`src/rtl/spatz_issue_tracker_pkg.sv`:
```
// Shared types for the Spatz issue tracker: request format, instruction IDs and
// the per-ID destination record used for hazard checks.
package spatz_issue_tracker_pkg;

    localparam int unsigned IdWidth    = 4;
    localparam int unsigned NrIds      = 2 ** IdWidth;
    localparam int unsigned NrRspPorts = 3;

    typedef logic [IdWidth-1:0] instr_id_t;
    typedef logic [4:0]         opreg_t;

    typedef enum logic [1:0] {
        CON = 2'd0,
        LSU = 2'd1,
        SLD = 2'd2,
        VFU = 2'd3
    } ex_unit_e;

    typedef enum logic [3:0] {
        VCFG     = 4'd0,
        VADD     = 4'd1,
        VSUB     = 4'd2,
        VMUL     = 4'd3,
        VLE      = 4'd4,
        VSE      = 4'd5,
        VSLIDEUP = 4'd6
    } op_e;

    typedef struct packed {
        instr_id_t id;
        ex_unit_e  ex_unit;
        op_e       op;
        opreg_t    vd;
        logic      use_vd;
        opreg_t    vs1;
        logic      use_vs1;
        opreg_t    vs2;
        logic      use_vs2;
    } spatz_req_t;

    typedef struct packed {
        opreg_t vd;
        logic   use_vd;
        logic   issued;
    } vd_rec_t;

    // True when an operand slot is in use and names the given register.
    function automatic logic reg_match(input logic use_r, input opreg_t r, input opreg_t vd);
        return use_r && (r == vd);
    endfunction

endpackage

```
`src/rtl/spatz_issue_tracker_if.sv`:
```
// Request, issue and completion handshakes between decoder, tracker and units.
interface spatz_issue_tracker_if;
    import spatz_issue_tracker_pkg::*;

    spatz_req_t                       req_i;
    logic                             req_valid_i;
    logic                             req_ready_o;
    spatz_req_t                       issue_o;
    logic                             issue_valid_o;
    logic                             issue_ready_i;
    logic      [NrRspPorts-1:0]       rsp_valid_i;
    instr_id_t [NrRspPorts-1:0]       rsp_id_i;

    modport master (
        output req_i, req_valid_i, issue_ready_i, rsp_valid_i, rsp_id_i,
        input  req_ready_o, issue_o, issue_valid_o
    );

    modport slave (
        input  req_i, req_valid_i, issue_ready_i, rsp_valid_i, rsp_id_i,
        output req_ready_o, issue_o, issue_valid_o
    );

endinterface

```
`src/rtl/spatz_issue_tracker_fifo.sv`:
```
// Registered-output FIFO for issue requests; data written in cycle N is readable
// at the head in cycle N+1 at the earliest.
module spatz_issue_tracker_fifo #(
    parameter int unsigned Depth = 4,
    parameter type         dtype = logic
) (
    input  logic clk_i,
    input  logic rst_i,
    input  dtype data_i,
    input  logic push_i,
    output dtype data_o,
    input  logic pop_i,
    output logic full_o,
    output logic empty_o
);

    localparam int unsigned AddrW = (Depth > 1) ? $clog2(Depth) : 1;
    localparam int unsigned CntW  = $clog2(Depth + 1);
    localparam logic [AddrW-1:0] LastPtr = AddrW'(Depth - 1);

    logic [AddrW-1:0] wr_ptr_q, wr_ptr_d;
    logic [AddrW-1:0] rd_ptr_q, rd_ptr_d;
    logic [CntW-1:0]  count_q, count_d;
    dtype             mem_q [Depth];
    logic             push_ok, pop_ok;

    assign full_o  = (count_q == CntW'(Depth));
    assign empty_o = (count_q == '0);
    assign push_ok = push_i & ~full_o;
    assign pop_ok  = pop_i & ~empty_o;
    assign data_o  = mem_q[rd_ptr_q];

    always_comb begin
        wr_ptr_d = wr_ptr_q;
        rd_ptr_d = rd_ptr_q;
        count_d  = count_q;
        if (push_ok) begin
            wr_ptr_d = (wr_ptr_q == LastPtr) ? '0 : wr_ptr_q + 1'b1;
        end
        if (pop_ok) begin
            rd_ptr_d = (rd_ptr_q == LastPtr) ? '0 : rd_ptr_q + 1'b1;
        end
        if (push_ok && !pop_ok) begin
            count_d = count_q + 1'b1;
        end else if (!push_ok && pop_ok) begin
            count_d = count_q - 1'b1;
        end
    end

    always_ff @(posedge clk_i or posedge rst_i) begin
        if (rst_i) begin
            wr_ptr_q <= '0;
            rd_ptr_q <= '0;
            count_q  <= '0;
        end else begin
            wr_ptr_q <= wr_ptr_d;
            rd_ptr_q <= rd_ptr_d;
            count_q  <= count_d;
        end
    end

    // Storage needs no reset: the count alone decides what is valid.
    always_ff @(posedge clk_i) begin
        if (push_ok) begin
            mem_q[wr_ptr_q] <= data_i;
        end
    end

endmodule

```
`src/rtl/spatz_issue_tracker.sv`:
```
// Issue buffer between the Spatz decoder and the LSU/SLD/VFU: stamps instruction
// IDs, tracks in-flight destinations and holds the head on RAW/WAW hazards.
module spatz_issue_tracker
    import spatz_issue_tracker_pkg::spatz_req_t;
    import spatz_issue_tracker_pkg::vd_rec_t;
    import spatz_issue_tracker_pkg::reg_match;
#(
    parameter int unsigned IdWidth    = spatz_issue_tracker_pkg::IdWidth,
    parameter int unsigned Depth      = 4,
    parameter int unsigned NrRspPorts = spatz_issue_tracker_pkg::NrRspPorts
) (
    input  logic                      clk_i,
    input  logic                      rst_i,
    spatz_issue_tracker_if.slave      bus,
    output logic [(2**IdWidth)-1:0]   id_busy_o,
    output logic [IdWidth:0]          outstanding_o,
    output logic                      spurious_o,
    output logic                      empty_o
);

    localparam int unsigned NrIds = 2 ** IdWidth;

    logic [IdWidth-1:0] next_id_q, next_id_d;
    logic [NrIds-1:0]   id_busy_q, id_busy_d;
    vd_rec_t            vd_tbl_q [NrIds];
    vd_rec_t            vd_tbl_d [NrIds];
    logic [IdWidth:0]   outstanding_q, outstanding_d;
    logic               spurious_q, spurious_d;

    logic               fifo_full, fifo_empty;
    spatz_req_t         push_req, head_req;
    logic [IdWidth-1:0] head_id;
    logic [NrIds-1:0]   conflict;
    logic [NrIds-1:0]   clr_mask, set_mask;
    logic               accept, pop;

    // Readiness comes from registered state only, never from issue_ready_i.
    assign bus.req_ready_o = ~fifo_full & ~id_busy_q[next_id_q];
    assign accept          = bus.req_valid_i & bus.req_ready_o;

    always_comb begin
        push_req    = bus.req_i;
        push_req.id = next_id_q;
    end

    spatz_issue_tracker_fifo #(
        .Depth (Depth),
        .dtype (spatz_req_t)
    ) i_queue (
        .clk_i   (clk_i),
        .rst_i   (rst_i),
        .data_i  (push_req),
        .push_i  (accept),
        .data_o  (head_req),
        .pop_i   (pop),
        .full_o  (fifo_full),
        .empty_o (fifo_empty)
    );

    assign head_id = head_req.id;

    // Only issued writers can block the head; entries still queued behind it cannot.
    for (genvar gi = 0; gi < NrIds; gi++) begin : g_hazard
        assign conflict[gi] = id_busy_q[gi] && vd_tbl_q[gi].use_vd && vd_tbl_q[gi].issued
                           && (head_id != IdWidth'(gi))
                           && (reg_match(head_req.use_vs1, head_req.vs1, vd_tbl_q[gi].vd)
                            || reg_match(head_req.use_vs2, head_req.vs2, vd_tbl_q[gi].vd)
                            || reg_match(head_req.use_vd,  head_req.vd,  vd_tbl_q[gi].vd));
    end

    assign bus.issue_o       = head_req;
    assign bus.issue_valid_o = ~fifo_empty & ~|conflict;
    assign pop               = bus.issue_valid_o & bus.issue_ready_i;

    always_comb begin
        clr_mask   = '0;
        set_mask   = '0;
        spurious_d = 1'b0;
        // Several ports naming the same issued ID just set the same clear bit.
        for (int p = 0; p < NrRspPorts; p++) begin
            if (bus.rsp_valid_i[p]) begin
                if (id_busy_q[bus.rsp_id_i[p]] && vd_tbl_q[bus.rsp_id_i[p]].issued) begin
                    clr_mask[bus.rsp_id_i[p]] = 1'b1;
                end else begin
                    spurious_d = 1'b1;
                end
            end
        end
        if (pop && (head_req.ex_unit == spatz_issue_tracker_pkg::CON)) begin
            clr_mask[head_id] = 1'b1;
        end
        if (accept) begin
            set_mask[next_id_q] = 1'b1;
        end
        id_busy_d = (id_busy_q & ~clr_mask) | set_mask;
        next_id_d = accept ? next_id_q + 1'b1 : next_id_q;

        outstanding_d = '0;
        for (int i = 0; i < NrIds; i++) begin
            outstanding_d = outstanding_d + (IdWidth+1)'(id_busy_d[i]);
        end

        vd_tbl_d = vd_tbl_q;
        if (pop) begin
            vd_tbl_d[head_id].issued = 1'b1;
        end
        if (accept) begin
            vd_tbl_d[next_id_q].vd     = bus.req_i.vd;
            vd_tbl_d[next_id_q].use_vd = bus.req_i.use_vd;
            vd_tbl_d[next_id_q].issued = 1'b0;
        end
    end

    always_ff @(posedge clk_i or posedge rst_i) begin
        if (rst_i) begin
            next_id_q     <= '0;
            id_busy_q     <= '0;
            outstanding_q <= '0;
            spurious_q    <= 1'b0;
            for (int i = 0; i < NrIds; i++) begin
                vd_tbl_q[i] <= '0;
            end
        end else begin
            next_id_q     <= next_id_d;
            id_busy_q     <= id_busy_d;
            outstanding_q <= outstanding_d;
            spurious_q    <= spurious_d;
            vd_tbl_q      <= vd_tbl_d;
        end
    end

    assign id_busy_o     = id_busy_q;
    assign outstanding_o = outstanding_q;
    assign spurious_o    = spurious_q;
    assign empty_o       = fifo_empty & ~|id_busy_q;

endmodule
```
`src/flat_wrapper.sv`:
```
// flat-port wrapper written by rule: the top's interface ports become plain ports
module spatz_issue_tracker_flat import spatz_issue_tracker_pkg::spatz_req_t; import spatz_issue_tracker_pkg::vd_rec_t; import spatz_issue_tracker_pkg::reg_match;
#(
    parameter int unsigned IdWidth    = spatz_issue_tracker_pkg::IdWidth,
    parameter int unsigned Depth      = 4,
    parameter int unsigned NrRspPorts = spatz_issue_tracker_pkg::NrRspPorts
)
  (clk_i, rst_i, id_busy_o, outstanding_o, spurious_o, empty_o, bus_req_i, bus_req_valid_i, bus_issue_ready_i, bus_rsp_valid_i, bus_rsp_id_i, bus_req_ready_o, bus_issue_o, bus_issue_valid_o);
  spatz_issue_tracker_if bus_i ();
  input  logic clk_i;
  input  logic rst_i;
  output logic [(2**IdWidth)-1:0] id_busy_o;
  output logic [IdWidth:0] outstanding_o;
  output logic spurious_o;
  output logic empty_o;
  input wire logic [$bits(bus_i.req_i)-1:0] bus_req_i;
  input wire logic [$bits(bus_i.req_valid_i)-1:0] bus_req_valid_i;
  input wire logic [$bits(bus_i.issue_ready_i)-1:0] bus_issue_ready_i;
  input wire logic [$bits(bus_i.rsp_valid_i)-1:0] bus_rsp_valid_i;
  input wire logic [$bits(bus_i.rsp_id_i)-1:0] bus_rsp_id_i;
  output wire logic [$bits(bus_i.req_ready_o)-1:0] bus_req_ready_o;
  output wire logic [$bits(bus_i.issue_o)-1:0] bus_issue_o;
  output wire logic [$bits(bus_i.issue_valid_o)-1:0] bus_issue_valid_o;
  assign bus_i.req_i = bus_req_i;
  assign bus_i.req_valid_i = bus_req_valid_i;
  assign bus_i.issue_ready_i = bus_issue_ready_i;
  assign bus_i.rsp_valid_i = bus_rsp_valid_i;
  assign bus_i.rsp_id_i = bus_rsp_id_i;
  assign bus_req_ready_o = bus_i.req_ready_o;
  assign bus_issue_o = bus_i.issue_o;
  assign bus_issue_valid_o = bus_i.issue_valid_o;
  spatz_issue_tracker #(.IdWidth(IdWidth), .Depth(Depth), .NrRspPorts(NrRspPorts)) u_core (.clk_i(clk_i), .rst_i(rst_i), .bus(bus_i), .id_busy_o(id_busy_o), .outstanding_o(outstanding_o), .spurious_o(spurious_o), .empty_o(empty_o));
endmodule
```
`config.mk`:
```
export PLATFORM = sky130hd
export DESIGN_NAME = spatz_issue_tracker_flat
export DESIGN_NICKNAME = d
export VERILOG_FILES = /design/src/rtl/spatz_issue_tracker_pkg.sv /design/src/rtl/spatz_issue_tracker_if.sv /design/src/rtl/spatz_issue_tracker_fifo.sv /design/src/rtl/spatz_issue_tracker.sv /design/src/flat_wrapper.sv
export SDC_FILE = /design/constraint.sdc
export NUM_CORES = 1
export LEC_CHECK = 0
export BUFFER_PORTS_ARGS = -buffer_cell sky130_fd_sc_hd__buf_4
export CELL_PAD_IN_SITES_DETAIL_PLACEMENT = 0
export CELL_PAD_IN_SITES_GLOBAL_PLACEMENT = 2
export CORE_MARGIN = 2
export CORE_UTILIZATION = 46
export DETAILED_ROUTE_END_ITERATION = 8
export GPL_TIMING_DRIVEN = 0
export HOLD_SLACK_MARGIN = 0.06
export PLACE_DENSITY = 0.91
export SYNTH_ARGS = -nofsm -noshare
export SYNTH_HDL_FRONTEND = slang
export SYNTH_SLANG_ARGS = --single-unit
```
`constraint.sdc`:
```
create_clock -name clk_i -period 17.8 [get_ports clk_i]
set_input_delay 2.67 -clock clk_i [delete_from_list [all_inputs] [get_ports clk_i]]
set_output_delay 2.67 -clock clk_i [all_outputs]
set_load 0.005 [all_outputs]
```
Yosys cells after proc, flatten, opt, wreduce, memory -nomap -nowiden
Memories as Yosys holds them, arrays and structs flattened.
Index checks and enable logic that the tools add are counted.
{"block": "op_classes", "n_addsub": 20, "multipliers": 0, "div": 0, "magnitude_cmp": 17, "n_eq_ne": 66, "n_shift": 0, "muxes": 61, "bitwise": 21, "reduce_logical": 167}
{"cell": "$bwmux W112", "n": 4}
{"cell": "$eq A5 B5 Y1", "n": 48}
{"cell": "$mux W112", "n": 2}
{"cell": "$mux W16", "n": 8}
{"cell": "$logic_and A1 B1 Y1", "n": 125}
{"cell": "$demux W7 S4", "n": 4}
{"cell": "$bmux W7 S4", "n": 3}
{"cell": "$add A5 B1 Y5", "n": 14}
{"cell": "$or A16 B16 Y16", "n": 4}
{"cell": "$logic_or A1 B1 Y1", "n": 32}
{"cell": "$ne A4 B4 Y1 const B", "n": 8}
{"cell": "$reduce_or A16 Y1", "n": 2}
{"cell": "$ge A5 B5 Y1 const B", "n": 5}
{"cell": "$lt A4 B5 Y1 const B", "n": 5}
{"cell": "$mux W1", "n": 25}
{"cell": "$not A4 Y5", "n": 5}
{"cell": "$demux W1 S4", "n": 5}
{"cell": "$ge A4 B1 Y1 const B", "n": 5}
{"cell": "$and A16 B16 Y16", "n": 1}
{"cell": "$bmux W1 S4", "n": 4}
{"cell": "$ne A4 B3 Y1 const B", "n": 4}
{"cell": "$not A16 Y16", "n": 1}
{"cell": "$lt A5 B1 Y1 const B", "n": 2}
{"cell": "$ne A4 B2 Y1 const B", "n": 2}
{"cell": "other kinds (18)", "n": 34}
{"block": "totals", "regBits": 145, "latchBits": 0, "mem_bits_rw": 112, "mem_bits_ro": 0, "out_inout_bits": 53, "wordCells": 408, "mem_count": 1}
{"name": "u_core.i_queue.mem_q", "words": 4, "word_bits": 28, "rd": 1, "rd_ports_with_merged_regs": 0, "wr": 1, "line_no": "spatz_issue_tracker_fifo.sv:24", "source": "dtype mem_q [Depth];"}

Logic depth before layout (Yosys ltp)
{"block": "depth", "depth_word": 33, "depth_mapped": 25, "ltp_nobuf": 20}

Cells and area by module
From an unflattened synthesis, not the netlist that was laid out.
{"block": "unflattened", "cells_unflattened": 1229, "hier_area_um2": 14808.0}
{"module": "spatz_issue_tracker", "n_inst": 1, "cells_per_inst": 1045, "area_per_inst_um2": 10334.9, "seq_area_each_um2": 3453.3}
{"module": "spatz_issue_tracker_fifo", "n_inst": 1, "cells_per_inst": 184, "area_per_inst_um2": 4473.0, "seq_area_each_um2": 3538.4}

Worst setup path after synthesis
Ideal clock, no wire load.
{"block": "synth_path", "path_kind": "input-to-reg", "startpoint": "input port bus_rsp_id_i[3]", "endpoint": "register u_core.outstanding_q[4], in the netlist u_core.outstanding_o[4]", "setup_ns": 0.119, "arrival_time_ns": 8.015, "t_required_ns": 17.681, "setup_slack_ns": 9.666, "path_stages": 19, "path_cell_list": "clkbuf_1 > mux4_2 > mux2_2 > nor2_1 > a21oi_1 > nor4b_1 > a221oi_1 > o22a_1 > ha_1 > inv_1 > fa_1 > fa_1 > fa_1 > fa_1 > inv_1 > fa_1 > fa_1 > a21oi_1 > nor2b_1"}
{"block": "synth_via", "elab_chain_len": 33}
{"item": "from (decl)", "line_no": "flat_wrapper.sv:20", "source": "input wire logic [$bits(bus_i.rsp_id_i)-1:0] bus_rsp_id_i;"}
{"item": "branches (longest 5 deep; another with $lt A4 B5 Y1)"}
{"item": "$mux W16 *", "line_no": "spatz_issue_tracker.sv:82", "source": "if (id_busy_q[bus.rsp_id_i[p]] && vd_tbl_q[bus.rsp_id_i[p]].issued) begin"}
{"item": "$mux W16 *", "line_no": "spatz_issue_tracker.sv:81", "source": "if (bus.rsp_valid_i[p]) begin"}
{"item": "$or A16 B16 Y16 (no line)"}
{"item": "$mux W16", "line_no": "spatz_issue_tracker.sv:82"}
{"item": "$mux W16 *", "line_no": "spatz_issue_tracker.sv:81"}
{"item": "$or A16 B16 Y16 (no line)"}
{"item": "$mux W16", "line_no": "spatz_issue_tracker.sv:82"}
{"item": "[... 2 more ...]"}
{"item": "$mux W16 *", "line_no": "spatz_issue_tracker.sv:89", "source": "if (pop && (head_req.ex_unit == spatz_issue_tracker_pkg::CON)) begin"}
{"item": "$not A16 Y16 *", "line_no": "spatz_issue_tracker.sv:95", "source": "id_busy_d = (id_busy_q & ~clr_mask) | set_mask;"}
{"item": "$and A16 B16 Y16 *", "line_no": "spatz_issue_tracker.sv:95"}
{"item": "$or A16 B16 Y16 *", "line_no": "spatz_issue_tracker.sv:95"}
{"item": "net u_core.id_busy_d[0]", "line_no": "spatz_issue_tracker.sv:24", "source": "logic [NrIds-1:0] id_busy_q, id_busy_d;"}
{"item": "$add A1 B1 Y2 *", "line_no": "spatz_issue_tracker.sv:100", "source": "outstanding_d = outstanding_d + (IdWidth+1)'(id_busy_d[i]);"}
{"item": "$add A5 B1 Y5 * (14 in a row)", "line_no": "spatz_issue_tracker.sv:100"}
{"item": "net u_core.outstanding_d[4]", "line_no": "spatz_issue_tracker.sv:27", "source": "logic [IdWidth:0] outstanding_q, outstanding_d;"}
{"item": "to (signal assigned)", "line_no": "spatz_issue_tracker.sv:126", "source": "outstanding_q <= outstanding_d;"}
{"item": "to (decl)", "line_no": "spatz_issue_tracker.sv:27"}
Mark *: on every way through the listed nets, which the timed path passes. The select of a mux whose other input is x is not followed.
A chain may end at the register's enable or synchronous reset.

Final worst setup path
Same ends and word-level chain as after synthesis.

==> summary.md <==
| Metric | Value |
|---|---|
| Most common cell in the netlist | `xor2_1` |
| Initial core utilization | `46.5%` |
| Core area | `0.0314 mm2` |
| Register area share after synthesis | `47.9%` |
| Post-route DRC | `0` |
| Final GP Congestion | `between 0.9 and 1` |
| Register bit total from synthesis | `between 200 and 300` |
| Crit path max fanout | `9` |
| Setup TNS | `0 ns` |
| Synth Instances | `1182` |
| CTS-repair resized insts | `0` |
| Area Overhead vs Synth | `15.1%` |
| Initial antenna violation count | `0` |
| Grt total ovfl | `0` |
| Combinational share of power | `55.2%` |
| Tcrit/Tclk final | `46.6%` |
| Status | `finished, final reports clean` |
| Global-route wire length before repair | `65700 um` |
| Largest net degree at the start of global routing | `96` |
| WL/cell | `24.8 um` |
| Psw | `1.65 mW` |
| Hold Crit Class | `reg -> reg` |
| Area of the multi-input gates | `0.00708 mm2` |
| Endpoint kind of the worst setup timing path | `flop` |
| Die Wd | `182 um` |
| CTS tree | `built` |
| Setup CP Type | `in -> reg` |
| Vias in the first global route | `10600` |
| Total number of vias | `10400` |
| H-tree Lvls | `1` |
| First drt pass iteration count | `5` |
| Top cell type's share of synthesized area | `24.8%` |
| Cell area power density | `228 mW/mm2` |
| Critical Path RT | `approximately 18 ns` |
| Minimum clock period | `8.30 ns` |
| Most used DFF post-synth | `dfrtp_1` |
| Rel. slew slack | `22.6%` |
| Asr flop ratio synth | `between 50% and 60%` |
| Post-Syn Area | `0.0146 mm2` |
| Setup violations, final | `0` |
| Post CTS Setup Buffer Count | `0` |
| N_diodes | `0` |
| Worst Max-Slew Pin Slew | `roughly 1.2 ns` |
| Initial DRC count | `1060` |
| Sequential Area | `0.00699 mm2` |
| Final Slew Violations | `0` |
| Post-synth top area cell | `dfrtp_1` |
| Final hold violations | `0` |
| Clk Latency, worst-skew pair | `~0.54 ns` |
| Hold_buf cts | `0` |
| Final WL | `42800 um` |
| Post-route ant nets | `0` |
| Clock skew | `roughly 0.015 ns` |
| Critical Path AT | `8.72 ns` |
| F_max | `about 0.12 GHz` |
| Syn_nets | `1255` |
| Yosys Warn Count | `0` |
| Worst hold slack | `0.482 ns` |
| Filler cells | `2718` |
| All-Layer GR Usage | `26.1%` |
| Syn Area/Cell | `between 10 and 15 um2` |
| CTS Buf Count | `28` |
| Share of layout cells above drive strength 1 | `between 20% and 30%` |
| Peak VDD IR | `180 uV` |
| Internal power | `about 2.2 mW` |
| Area contributors post-synth | `dfrtp_1, edfxtp_1, xor2_1` |
| Via density | `6.03` |
| Top cells by count, synth | `xor2_1, dfrtp_1, edfxtp_1, nand2_1, mux2_2` |
| P_leak | `6.68 nW` |
| PortBufs | `90` |
| Net Sw Frac | `43.1%` |
| CP startpoint kind | `input port` |
| Clock power share | `16.3%` |
| Final HPWL DP | `29300 um` |
| # IOs | `100` |
| Num rows | `65` |
| Sequential power share | `between 20% and 30%` |
| Die height | `approximately 180 um` |
| Clk slew on worst S/H paths | `0.06 ns` |
| Clock Sinks | `between 200 and 300` |
| CTS max path bufs | `3` |
| Root Buffer | `clkbuf_16` |
| Die ar. | `0.0332 mm2` |
| Number of flops mapped to enable cells by yosys | `112` |
| # nets final | `1376` |
| Max-cap violations | `0` |
| RSZ-0062 raised after global routing | `no` |
| Post-synth cell types | `54` |
## flip-flops by register name, summed over array words and instances, names as in the netlist, 2 cells and up
name,count
u_core.outstanding_o,5
u_core.i_queue.mem_q,112
u_core.id_busy_o,16
u_core.vd_tbl_q,112
u_core.i_queue.wr_ptr_q,2
u_core.next_id_q,4
u_core.i_queue.count_q,3
u_core.i_queue.rd_ptr_q,2
## per-stage QoR
stage	util, %	cells	power (mW)	cell area (um2)	setup WS [ns]
after floorplan	-	1182	2.53	14600	9.67
after global placement	50.3	1674	3.13	15800	8.97
after detailed placement	50.4	1675	3.19	15800	9.02
after CTS	53.6	1727	3.82	16800	9.57
after global routing	53.6	1727	4.09	16800	9.27
final	53.6	1727	3.83	16800	9.50
## cell families after synthesis
group	synth area share (%)
buf+inv	3.71
mux	14.1
xor+xnor	14.9
simple gates	11.5
flops	47.9
compound gates	5.23
fa+ha+maj	2.79
## path summary, 6_finish.rpt
check,start,end,slack [ns],cells after the start
worst max-delay path,bus_rsp_id_i[3],u_core.outstanding_o[4],9.50,19
worst min-delay path,u_core.vd_tbl_q[36],u_core.vd_tbl_q[36],0.48,2
worst max register to register,u_core.i_queue.rd_ptr_q[1],u_core.outstanding_o[4],10.21,23
worst min register to register,u_core.vd_tbl_q[36],u_core.vd_tbl_q[36],0.48,2
max in group asynchronous,rst_i,u_core.outstanding_o[3],14.75,3
min in group asynchronous,rst_i,u_core.vd_tbl_q[105],2.17,2
## critical path: stages
cell and delay [ns]:
clkbuf_1 0.42, mux4_2 0.58, mux2_2 0.29, nor2_1 0.09, a21oi_1 0.09, nor4b_1 0.65
a221oi_1 0.29, o22a_1 0.30, ha_1 0.28, inv_1 0.04, fa_1 0.46, fa_1 0.54
fa_1 0.44, fa_1 0.50, inv_1 0.05, fa_1 0.40, fa_1 0.41, a21oi_1 0.16
nor2b_1 0.06
## cell type report
type                       count  area share (%)
multi-input combinational    842            42.1
sequential                   257            41.6
clock buffer                  34            4.49
timing repair buffer          91            4.18
tap                          402            2.99
buffer                        68            2.89
clock inverter                18            1.40
inverter                      15           0.365
## power groups by stage
stage	clock network (mW)	logic, mW	registers [mW]
2_1_floorplan	0	1.51	1.02
3_3_place_gp	0	2.04	1.09
3_5_place_dp	0	2.09	1.09
4_1_cts	0.633	2.11	1.08
5_1_grt	0.657	2.32	1.11
6_report	0.624	2.11	1.09
## cells in the final DEF (no fill, tap or decap), types with 11 or more instances in the layout
cell       count
mux4_2        44
clkbuf_16     29
edfxtp_1     112
inv_1         14
a31oi_1       18
mux2_2        88
xor2_1       195
nand2_1       95
clkbuf_1      22
nand3_1       58
buf_4        106
nand4_1       25
ha_1          15
or4_1         13
o21ai_0       24
fa_1          11
xnor2_1       53
o31ai_1       13
nor2_1        23
dfrtp_1      145
nor4_1        53
buf_6         18
## layer usage
metal / part of all wire (%) / up-vias / track usage, % / routed length (um)
li1: - / 4593 / - / -
met5: 0 / - / 0 / 0
met3: 7.2 / 86 / 3.31 / 3100
met2: 46 / 464 / 41.5 / 19600
met1: 44 / 5265 / 37.9 / 18900
met4: 2.9 / 0 / 7.52 / 1240
No activity file was read; power rests on OpenSTA's default activity.
